--- src/rtl/fabric_cfg_pkg.sv ---
// Shared types and constants for the fabric configuration loader.
// Contents: load FSM state enum, default word width, CRC-32 constants and a
// single-bit CRC-32 update helper (MSB-first, no reflection).
package fabric_cfg_pkg;

  typedef enum logic [2:0] {
    ST_IDLE      = 3'd0,
    ST_LOAD_CLB  = 3'd1,
    ST_LOAD_CONN = 3'd2,
    ST_CHECK     = 3'd3,
    ST_DONE      = 3'd4
  } cfg_state_e;

  localparam int          CFG_WORD_W = 32;
  localparam logic [31:0] CRC32_POLY = 32'h04C11DB7;
  localparam logic [31:0] CRC32_INIT = 32'hFFFFFFFF;

  // Advance a non-reflected CRC-32 by one input bit.
  function automatic logic [31:0] crc32_bit(input logic [31:0] crc, input logic din);
    logic fb;
    fb = crc[31] ^ din;
    return {crc[30:0], 1'b0} ^ (fb ? CRC32_POLY : 32'h0);
  endfunction

endpackage

--- src/rtl/cfg_serializer.sv ---
// Purpose: single-entry word buffer that shifts a word out LSB first with a generated scan clock.
// Latency: 2 clk per bit (low phase presents data, high phase is the capture edge); first bit 2 clk after load.
// Backpressure: word_rdy_o is high only while the buffer is empty; an empty buffer holds scan_clk low.
// Ports:
//   clk, rst          system clock, synchronous active-high reset
//   word_dat_i        word to serialise; word_nbits_i = number of low bits to use (1..WORD_W)
//   word_vld_i/_rdy_o load handshake for the buffer
//   ser_dat_o         serial data (registered), scan_clk_o registered scan clock, idle low
//   word_done_o       high during the high phase of the word's last used bit
module cfg_serializer
  import fabric_cfg_pkg::*;
#(
  parameter int WORD_W = CFG_WORD_W,
  parameter int NB_W   = $clog2(WORD_W + 1)
) (
  input  logic              clk,
  input  logic              rst,
  input  logic [WORD_W-1:0] word_dat_i,
  input  logic [NB_W-1:0]   word_nbits_i,
  input  logic              word_vld_i,
  output logic              word_rdy_o,
  output logic              ser_dat_o,
  output logic              scan_clk_o,
  output logic              word_done_o
);

  logic              full_q, full_d;
  logic [WORD_W-1:0] buf_q, buf_d;
  logic [NB_W-1:0]   rem_q, rem_d;
  // pres_q: a bit is on ser_dat_o with scan_clk low, its high phase comes next
  logic              pres_q, pres_d;
  logic              sclk_q, sclk_d;
  logic              dat_q, dat_d;

  assign word_rdy_o  = !full_q;
  assign word_done_o = sclk_q && (rem_q == NB_W'(1));
  assign ser_dat_o   = dat_q;
  assign scan_clk_o  = sclk_q;

  always_comb begin
    full_d = full_q;
    buf_d  = buf_q;
    rem_d  = rem_q;
    pres_d = pres_q;
    sclk_d = sclk_q;
    dat_d  = dat_q;
    if (sclk_q) begin
      // End of a high phase: either retire the word or present the next bit
      // straight away so a full buffer keeps the 2-cycle bit rhythm.
      sclk_d = 1'b0;
      if (rem_q == NB_W'(1)) begin
        full_d = 1'b0;
        pres_d = 1'b0;
        dat_d  = 1'b0;
      end else begin
        buf_d  = buf_q >> 1;
        rem_d  = rem_q - NB_W'(1);
        dat_d  = buf_q[1];
        pres_d = 1'b1;
      end
    end else if (pres_q) begin
      sclk_d = 1'b1;
      pres_d = 1'b0;
    end else if (full_q) begin
      dat_d  = buf_q[0];
      pres_d = 1'b1;
    end else if (word_vld_i) begin
      full_d = 1'b1;
      buf_d  = word_dat_i;
      rem_d  = word_nbits_i;
    end
  end

  always_ff @(posedge clk) begin
    if (rst) begin
      full_q <= 1'b0;
      buf_q  <= '0;
      rem_q  <= '0;
      pres_q <= 1'b0;
      sclk_q <= 1'b0;
      dat_q  <= 1'b0;
    end else begin
      full_q <= full_d;
      buf_q  <= buf_d;
      rem_q  <= rem_d;
      pres_q <= pres_d;
      sclk_q <= sclk_d;
      dat_q  <= dat_d;
    end
  end

endmodule

--- src/rtl/fabric_config_loader.sv ---
// Purpose: streams configuration words into the CLB scan chain, then the connection scan chain.
// Latency: 2 clk per chain bit plus 2 clk per word reload; enables drop 1 clk after a chain's last scan_clk rise.
// Backpressure: cfg_ready only while loading and the single word buffer is empty; scan_clk stalls low meanwhile.
// Optional feature: define CFG_CRC_EN to add a CRC-32 check word (CHECK state) and drive err.
// Ports:
//   clk, rst                      system clock, synchronous active-high reset
//   start                         begin a load (honoured in IDLE/DONE only)
//   cfg_data/cfg_valid/cfg_ready  configuration word stream
//   scan_clk                      registered scan clock, idle low
//   clb_scan_en/clb_scan_data     CLB chain enable and serial data
//   conn_scan_en/conn_scan_data   connection chain enable and serial data
//   busy, done, err               status (err is CRC mismatch, 0 without CFG_CRC_EN)
module fabric_config_loader
  import fabric_cfg_pkg::*;
#(
  parameter int WORD_W         = CFG_WORD_W,
  parameter int CLB_CHAIN_LEN  = 4096,
  parameter int CONN_CHAIN_LEN = 8192,
  parameter int CNT_W          = $clog2((CLB_CHAIN_LEN > CONN_CHAIN_LEN) ?
                                        CLB_CHAIN_LEN : CONN_CHAIN_LEN) + 1
) (
  input  logic              clk,
  input  logic              rst,
  input  logic              start,
  input  logic [WORD_W-1:0] cfg_data,
  input  logic              cfg_valid,
  output logic              cfg_ready,
  output logic              scan_clk,
  output logic              clb_scan_en,
  output logic              conn_scan_en,
  output logic              clb_scan_data,
  output logic              conn_scan_data,
  output logic              busy,
  output logic              done,
  output logic              err
);

  localparam int NB_W = $clog2(WORD_W + 1);

  cfg_state_e       state_q, state_d;
  // Bits of the current chain not yet handed to the serializer.
  logic [CNT_W-1:0] cnt_q, cnt_d;
  logic [NB_W-1:0]  nbits;
  logic             loading;
  logic             accept;
  logic             start_ok;
  logic             ser_rdy;
  logic             ser_vld;
  logic             ser_dat;
  logic             ser_sclk;
  logic             ser_word_done;

  assign loading   = (state_q == ST_LOAD_CLB) || (state_q == ST_LOAD_CONN);
  assign busy      = loading || (state_q == ST_CHECK);
  assign cfg_ready = ser_rdy && busy;
  assign accept    = cfg_valid && cfg_ready;
  assign ser_vld   = cfg_valid && loading;
  assign start_ok  = start && ((state_q == ST_IDLE) || (state_q == ST_DONE));

  // A chain's final word only contributes the bits the chain still needs;
  // its upper bits are dropped and the next chain starts on a fresh word.
  always_comb begin
    nbits = NB_W'(WORD_W);
    if (cnt_q < CNT_W'(WORD_W)) begin
      nbits = NB_W'(cnt_q);
    end
  end

  always_comb begin
    state_d = state_q;
    cnt_d   = cnt_q;
    if (accept && loading) begin
      cnt_d = cnt_q - CNT_W'(nbits);
    end
    case (state_q)
      ST_IDLE, ST_DONE: begin
        if (start) begin
          state_d = ST_LOAD_CLB;
          cnt_d   = CNT_W'(CLB_CHAIN_LEN);
        end
      end
      // Word retired with nothing left to hand over = last bit of the chain.
      ST_LOAD_CLB: begin
        if (ser_word_done && (cnt_q == '0)) begin
          state_d = ST_LOAD_CONN;
          cnt_d   = CNT_W'(CONN_CHAIN_LEN);
        end
      end
      ST_LOAD_CONN: begin
        if (ser_word_done && (cnt_q == '0)) begin
`ifdef CFG_CRC_EN
          state_d = ST_CHECK;
`else
          state_d = ST_DONE;
`endif
          cnt_d   = '0;
        end
      end
`ifdef CFG_CRC_EN
      ST_CHECK: begin
        if (accept) begin
          state_d = ST_DONE;
        end
      end
`endif
      default: state_d = ST_IDLE;
    endcase
  end

  always_ff @(posedge clk) begin
    if (rst) begin
      state_q <= ST_IDLE;
      cnt_q   <= '0;
    end else begin
      state_q <= state_d;
      cnt_q   <= cnt_d;
    end
  end

  cfg_serializer #(
    .WORD_W (WORD_W),
    .NB_W   (NB_W)
  ) u_ser (
    .clk          (clk),
    .rst          (rst),
    .word_dat_i   (cfg_data),
    .word_nbits_i (nbits),
    .word_vld_i   (ser_vld),
    .word_rdy_o   (ser_rdy),
    .ser_dat_o    (ser_dat),
    .scan_clk_o   (ser_sclk),
    .word_done_o  (ser_word_done)
  );

  assign scan_clk       = ser_sclk;
  assign clb_scan_en    = (state_q == ST_LOAD_CLB);
  assign conn_scan_en   = (state_q == ST_LOAD_CONN);
  assign clb_scan_data  = clb_scan_en && ser_dat;
  assign conn_scan_data = conn_scan_en && ser_dat;
  assign done           = (state_q == ST_DONE);

`ifdef CFG_CRC_EN
  logic [31:0] crc_q, crc_d, crc_word;
  logic        err_q, err_d;

  // Whole-word CRC update, MSB of the word first.
  always_comb begin
    crc_word = crc_q;
    for (int i = WORD_W - 1; i >= 0; i--) begin
      crc_word = crc32_bit(crc_word, cfg_data[i]);
    end
  end

  always_comb begin
    crc_d = crc_q;
    err_d = err_q;
    if (start_ok) begin
      crc_d = CRC32_INIT;
      err_d = 1'b0;
    end else if (accept && loading) begin
      crc_d = crc_word;
    end else if (accept && (state_q == ST_CHECK)) begin
      err_d = (32'(cfg_data) != crc_q);
    end
  end

  always_ff @(posedge clk) begin
    if (rst) begin
      crc_q <= CRC32_INIT;
      err_q <= 1'b0;
    end else begin
      crc_q <= crc_d;
      err_q <= err_d;
    end
  end

  assign err = err_q;
`else
  assign err = 1'b0;
`endif

endmodule

--- config.mk ---
export PLATFORM = sky130hd
export DESIGN_NAME = fabric_config_loader
export DESIGN_NICKNAME = d
export VERILOG_FILES = /design/src/rtl/fabric_cfg_pkg.sv /design/src/rtl/cfg_serializer.sv /design/src/rtl/fabric_config_loader.sv
export SDC_FILE = /design/constraint.sdc
export NUM_CORES = 1
export LEC_CHECK = 0
export ABC_AREA = 0
export CORE_ASPECT_RATIO = 0.75
export CORE_MARGIN = 1
export CORE_UTILIZATION = 30
export DETAILED_ROUTE_END_ITERATION = 16
export GPL_TIMING_DRIVEN = 0
export SYNTH_ARGS = -nofsm -noshare
export SYNTH_HDL_FRONTEND = slang
export SYNTH_SLANG_ARGS = --single-unit
--- constraint.sdc ---
create_clock -name clk -period 2.8 [get_ports clk]
set_input_delay 0.56 -clock clk [delete_from_list [all_inputs] [get_ports clk]]
set_output_delay 0.56 -clock clk [all_outputs]
set_load 0.01 [all_outputs]
# Word-level counts from Yosys, hierarchy flattened
# Index checks and enable logic that the tools add are counted.
totals:
  reg_bits: 59
  latch_bits: 0
  ram_bits: 0
  romBits: 0
  inputBits: 36
  out_inout_bits: 9
  word_cells: 78
  memories: 0
op_classes:
  add_sub_neg: 2
  n_mul: 0
  n_div: 0
  order_cmp: 1
  eq_ne: 12
  shifts: 0
  n_mux: 34
  bitwise: 0
  n_reduce_logical: 21
op_table:
  columns: ["op", "count"]
  rows:
  - ["32-bit two-way mux", 5]
  - ["14-bit two-way mux", 4]
  - ["14-bit case mux with 3 select lines", 1]
  - ["6-bit two-way mux", 6]
  - ["14-bit zero test", 1]
  - ["14-bit by 6-bit < comparator with 1-bit output, second input constant", 1]
  - ["1-bit two-way mux", 14]
  - ["14-bit by 6-bit subtractor with 14-bit output", 1]
  - ["2-bit != test, second input constant", 5]
  - ["3-bit two-way mux", 3]
  - ["3-bit case mux with 3 select lines", 1]
  - ["1-bit logical AND", 8]
  - ["3-bit by 2-bit equality test with 1-bit output, second input constant", 2]
  - ["6-bit by 1-bit equality test with 1-bit output, second input constant", 1]
  - ["6-bit by 1-bit subtractor with 6-bit output, second input constant", 1]
  - ["2-bit by 1-bit != test with 1-bit output, second input constant", 2]
  - ["2-bit AND reduction", 2]
  - ["4-bit AND reduction", 1]
  - ["2-bit nonzero test", 2]
  - ["2-bit OR reduction", 2]
  - ["3-bit by 1-bit equality test with 1-bit output, second input constant", 1]
  - ["3-bit equality test, second input constant", 1]
  - ["3-bit zero test", 1]
  - ["3-bit AND reduction", 1]
  - ["2 further kinds", 3]

# Depth between registers and ports, before layout
logic_depth:
  word_depth: 9
  ltp_mapped: 10
  ltp_nobuf: 9

# Cells and area by module
# From an unflattened synthesis, not the netlist that was laid out.
unflattened:
  hier_cells: 333
  hier_area_um2: 2857.7
by_module_without_submodules:
  columns: ["module", "instances", "cells_per_inst", "area_each_um2", "seq_area_each_um2"]
  rows:
  - ["cfg_serializer", 1, 210, 1896.8, 840.8]
  - ["fabric_config_loader", 1, 123, 960.9, 340.3]

# Worst setup path before layout
# Ideal clock, no wire load.
synth_path:
  kind: "register to register"
  start: "register cnt_q[13]"
  end: "register cnt_q[10]"
  setup_ns: 0.139
  arrival_time_ns: 1.885
  required_ns: 2.661
  setup_slack_ns: 0.776
  stages_incl_launch_ff: 7
  n_path_buf: 1
  period_less_slack_ns: 2.024
  path_cell_list: "dfxtp_1 > or3_1 > buf_2 > nor4_4 > nand4_4 > o31ai_2 > nor2_1"
synth_via:
  elab_chain_len: 6
  elab_cells_between_ends: 10
  classes_between: "1 x add/sub; 1 x order compare; 6 x mux; 2 x reduce/logical"
synth_lines:
  columns: ["item", "line_no", "text"]
  rows:
  - ["from (decl)", "fabric_config_loader.sv:42", "logic [CNT_W-1:0] cnt_q, cnt_d;"]
  - ["from (signal assigned)", "fabric_config_loader.sv:116", "cnt_q <= cnt_d;"]
  - ["14-bit by 6-bit < comparator with 1-bit output", "fabric_config_loader.sv:64", "if (cnt_q < CNT_W'(WORD_W)) begin"]
  - ["6-bit two-way mux", "fabric_config_loader.sv:64", null]
  - ["14-bit by 6-bit subtractor with 14-bit output", "fabric_config_loader.sv:73", "cnt_d = cnt_q - CNT_W'(nbits);"]
  - ["14-bit two-way mux", "fabric_config_loader.sv:72", "if (accept && loading) begin"]
  - ["14-bit two-way mux, on equally long branches", "fabric_config_loader.sv:90, fabric_config_loader.sv:77, fabric_config_loader.sv:84", null]
  - ["14-bit case mux with 3 select lines *", "fabric_config_loader.sv:75", "case (state_q)"]
# Mark *: on every way between the ends. The rest lies on a longest branch, timed or not.
# A chain may end at the register's enable or synchronous reset.

# Final worst setup path
layout_path:
  start: "input port cfg_valid"
  end: "register u_ser.buf_q[16]"
layout_via:
  elab_chain_len: 3
layout_lines:
  columns: ["item", "line_no", "text"]
  rows:
  - ["from (decl)", "fabric_config_loader.sv:26", "input logic cfg_valid,"]
  - ["1-bit logical AND", "fabric_config_loader.sv:57", "assign ser_vld = cfg_valid && loading;"]
  - ["2-bit nonzero test (no line)", null, null]
  - ["4-bit AND reduction (no line)", null, null]
  - ["to (signal assigned)", "cfg_serializer.sv:84", "buf_q <= buf_d;"]
  - ["to (decl)", "cfg_serializer.sv:28", "logic [WORD_W-1:0] buf_q, buf_d;"]
# No other way between the ends.

==> results.json <==
{
  "status": "finished clean",
  "synth.top_cells.by_area": "dfxtp_1 41%, mux2i_1 11%, a211oi_1 8.6%, nor2_1 7.6%, nand2_1 2.6%",
  "final_antenna_net_count": 0,
  "dp.cells": 499,
  "post-route-period-util_pct": 91.0,
  "final_cell_count_no_fill": 515,
  "dp_slack_ns": -0.0339,
  "clk-insertion-delay-late_ns": 0.33,
  "yosys.area_share.adder_pct": 1.74,
  "antenna_cells": 0,
  "initial_utilization_pct": 31.4,
  "cts_setup_buffers": 0,
  "fin_tns_setup_ns": 0,
  "place.gp.congestion": 0.815,
  "cts_max_path_buffers": 2,
  "grt_pass1_wl_mm": 11.9,
  "rsz0062_at_grt": "no",
  "antenna_found_initial": 0,
  "clk_pin_slew_worst_paths_ns": 0.05,
  "h-tree-depth": 3,
  "die-area_mm2": 0.00998,
  "synth_top_area_share_pct": 41.1,
  "power.leakage_nw": 1.29,
  "avgSynthCellArea_um2": 8.79,
  "power_density_mw_per_mm2": 600,
  "endpoint_kind": "register",
  "cts_sinks": 59,
  "synth-edff-count": 0,
  "cp_data_arrival_time_ns": 2.74,
  "cts-resized-gates": 0,
  "critPathLaunchType": "input pin",
  "ctsHoldBuffers": 0,
  "synthSimpleGateAreaFrac_pct": 21.5,
  "fillers": 952,
  "worstPathRequired_ns": 2.99,
  "slew_viol_final": 0,
  "worst_slew_pin_slew_ns": 0.842,
  "cts_tree": "built",
  "multi_input_area_mm2": 0.00159,
  "grt.total_usage_pct": 15.6,
  "root_buffer": "clkbuf_16",
  "dp_hpwl_mm": 5.02,
  "wl_mm": 6.98,
  "max-slew-margin-rel_pct": 43.1,
  "ios": 45,
  "rows": 30,
  "fin_nets": 422,
  "route.detailed.drc": 0,
  "core_mm2": 0.00916,
  "avgRoutedWirePerCell_um": 13.5,
  "period_minus_slack_ns": 2.55,
  "critPathKind": "input pin to register",
  "post_drt_via_cell_ratio": 4.97,
  "crit_path_max_fanout": 10,
  "drtPass1Iterations": 4,
  "synth_ff_type": "dfxtp_1",
  "power_switching_mw": 0.593,
  "async_flop_share_pct": 0,
  "numPortBuffers": 43,
  "drtIter0Drc": 146,
  "layout-drive-gt1-share_pct": 6.72,
  "die_w_um": 115,
  "seqCellArea_mm2": 0.00118,
  "synth_mux_area_share_pct": 11.5,
  "power_frac_seq_pct": 41.7,
  "fmax_ghz": 0.392,
  "synth_top_family_by_area": "simple AND/OR/NAND/NOR gates",
  "max_cap_violations": 0,
  "yosys_warnings": 0,
  "syn_inst": 327,
  "hold_viol_final": 0,
  "synth_largest_area_cell": "dfxtp_1",
  "final_core_util_pct": 40.8,
  "min_path_type": "register to register",
  "grt_overflow": 0,
  "grt_max_degree": 11,
  "fin_area_mm2": 0.00374,
  "vias": 2558,
  "reg2regPathDepth": 6,
  "post_dp_cell_area_mm2": 0.00347,
  "ys_ff_latch": 59,
  "hold_slack_ns": 0.496,
  "area_growth_pct": 30.0,
  "fin_worst_skew_ns": 0.00754,
  "power_mw": 2.24,
  "setup_viol": 0,
  "die_h_um": 86.8,
  "cts_made_buffers": 9,
  "pwr-share-clk_pct": 43.1,
  "synthXorXnorAreaFrac_pct": 3.05,
  "netlist_area_mm2": 0.00287,
  "p_int_mw": 1.65,
  "switching_share_pct": 26.4,
  "grt_pass1_vias": 2477,
  "ys_types": 46,
  "comb_power_share_pct": 15.3,
  "fin_ws_ns": 0.251,
  "hold_path_depth": 2,
  "peakVddDrop_mv": 0.358,
  "synth_compound_area_share_pct": 17.1,
  "synth-seq-area-share_pct": 41.1
}
## power groups by stage
stage	Sequential (mW)	Combinational (mW)	Clock, mW
after floorplan	0.942	0.227	0
after global placement	0.949	0.334	0
after detailed placement	0.951	0.339	0
after CTS	0.934	0.342	0.992
after global routing	0.942	0.384	1.03
final	0.935	0.343	0.966
## state kept, by name, summed over array words and instances, names as in the netlist
register	cells
u_ser.scan_clk_o	1
u_ser.full_q	1
state_q	3
u_ser.buf_q	32
u_ser.ser_dat_o	1
u_ser.rem_q	6
cnt_q	14
u_ser.pres_q	1
## Yosys cell counts, drive strengths merged, types with 3 or more instances
cell type	instances
xor2	5
or4	3
nand2b	3
clkbuf	15
o211ai	4
a211oi	34
xnor2	5
nand2	20
buf	7
a21oi	10
ha	4
nor3b	5
o21ai	7
mux2i	33
nor3	10
nor4b	3
inv	4
dfxtp	59
or3	4
nor2	58
and2	6
## cell usage in the layout (no fill, tap or decap), types with 2 or more instances in the layout
master and count:
conb_1 3, and2_1 6, or3_1 4, nand2b_1 3
clkinv_2 3, nor3b_1 4, nand3_1 2, nor3_1 10
clkbuf_16 9, o21ai_0 7, a22oi_1 2, a31oi_1 2
nor2_1 58, xnor2_1 5, nand2_1 20, clkbuf_1 17
or4_1 3, inv_1 4, a21oi_1 10, clkinvlp_4 2
buf_2 5, o211ai_1 4, xor2_1 5, nor4b_1 3
ha_1 4, a32oi_1 2, a211oi_1 33, and3_1 2
mux2i_1 33, dfxtp_1 59, clkdlybuf4s50_1 43
## path summary, 6_finish.rpt
| check | start | endpoint | slack, ns |
|---|---|---|---|
| worst max-delay path | cfg_valid | u_ser.buf_q[16]$_SDFFE_PP0P_ | 0.25 |
| worst min-delay path | u_ser.buf_q[2]$_SDFFE_PP0P_ | u_ser.buf_q[2]$_SDFFE_PP0P_ | 0.50 |
| worst max register to register | cnt_q[12]$_SDFF_PP0_ | cnt_q[10]$_SDFF_PP0_ | 0.33 |
| worst min register to register | u_ser.buf_q[2]$_SDFFE_PP0P_ | u_ser.buf_q[2]$_SDFFE_PP0P_ | 0.50 |
## routing by layer
| metal | part of all wire [%] | vias up | GRT usage (%) |
|---|---|---|---|
| li1 | - | 1284 | - |
| met1 | 53 | 1203 | 22.1 |
| met2 | 40 | 65 | 21.9 |
| met3 | 5.6 | 6 | 5.66 |
| met4 | 0.90 | 0 | 4.49 |
| met5 | 0 | - | 0 |
## cell type report
class	instances	share of cell area [%]
plain buffers	22	2.48
clock buffers	11	6.23
clock inverters	5	0.804
multi-input cells	243	42.7
flip-flops and latches	59	31.6
inverters	4	0.402
well taps	128	4.29
repair buffers	43	11.5
## critical path, cell delays in order
cell	delay (ns)
clkdlybuf4s50_1	0.52
nor3b_1	0.40
nand3_1	0.25
nand2_1	0.18
clkbuf_1	0.39
buf_2	0.32
a211oi_1	0.11
## kinds of logic after synthesis
logic type | Yosys count
compound gates | 69
xor+xnor | 10
fa+ha+maj | 4
buf+inv | 26
flops | 59
mux | 33
other cells | 2
simple gates | 124
No activity file was read; power rests on OpenSTA's default activity.
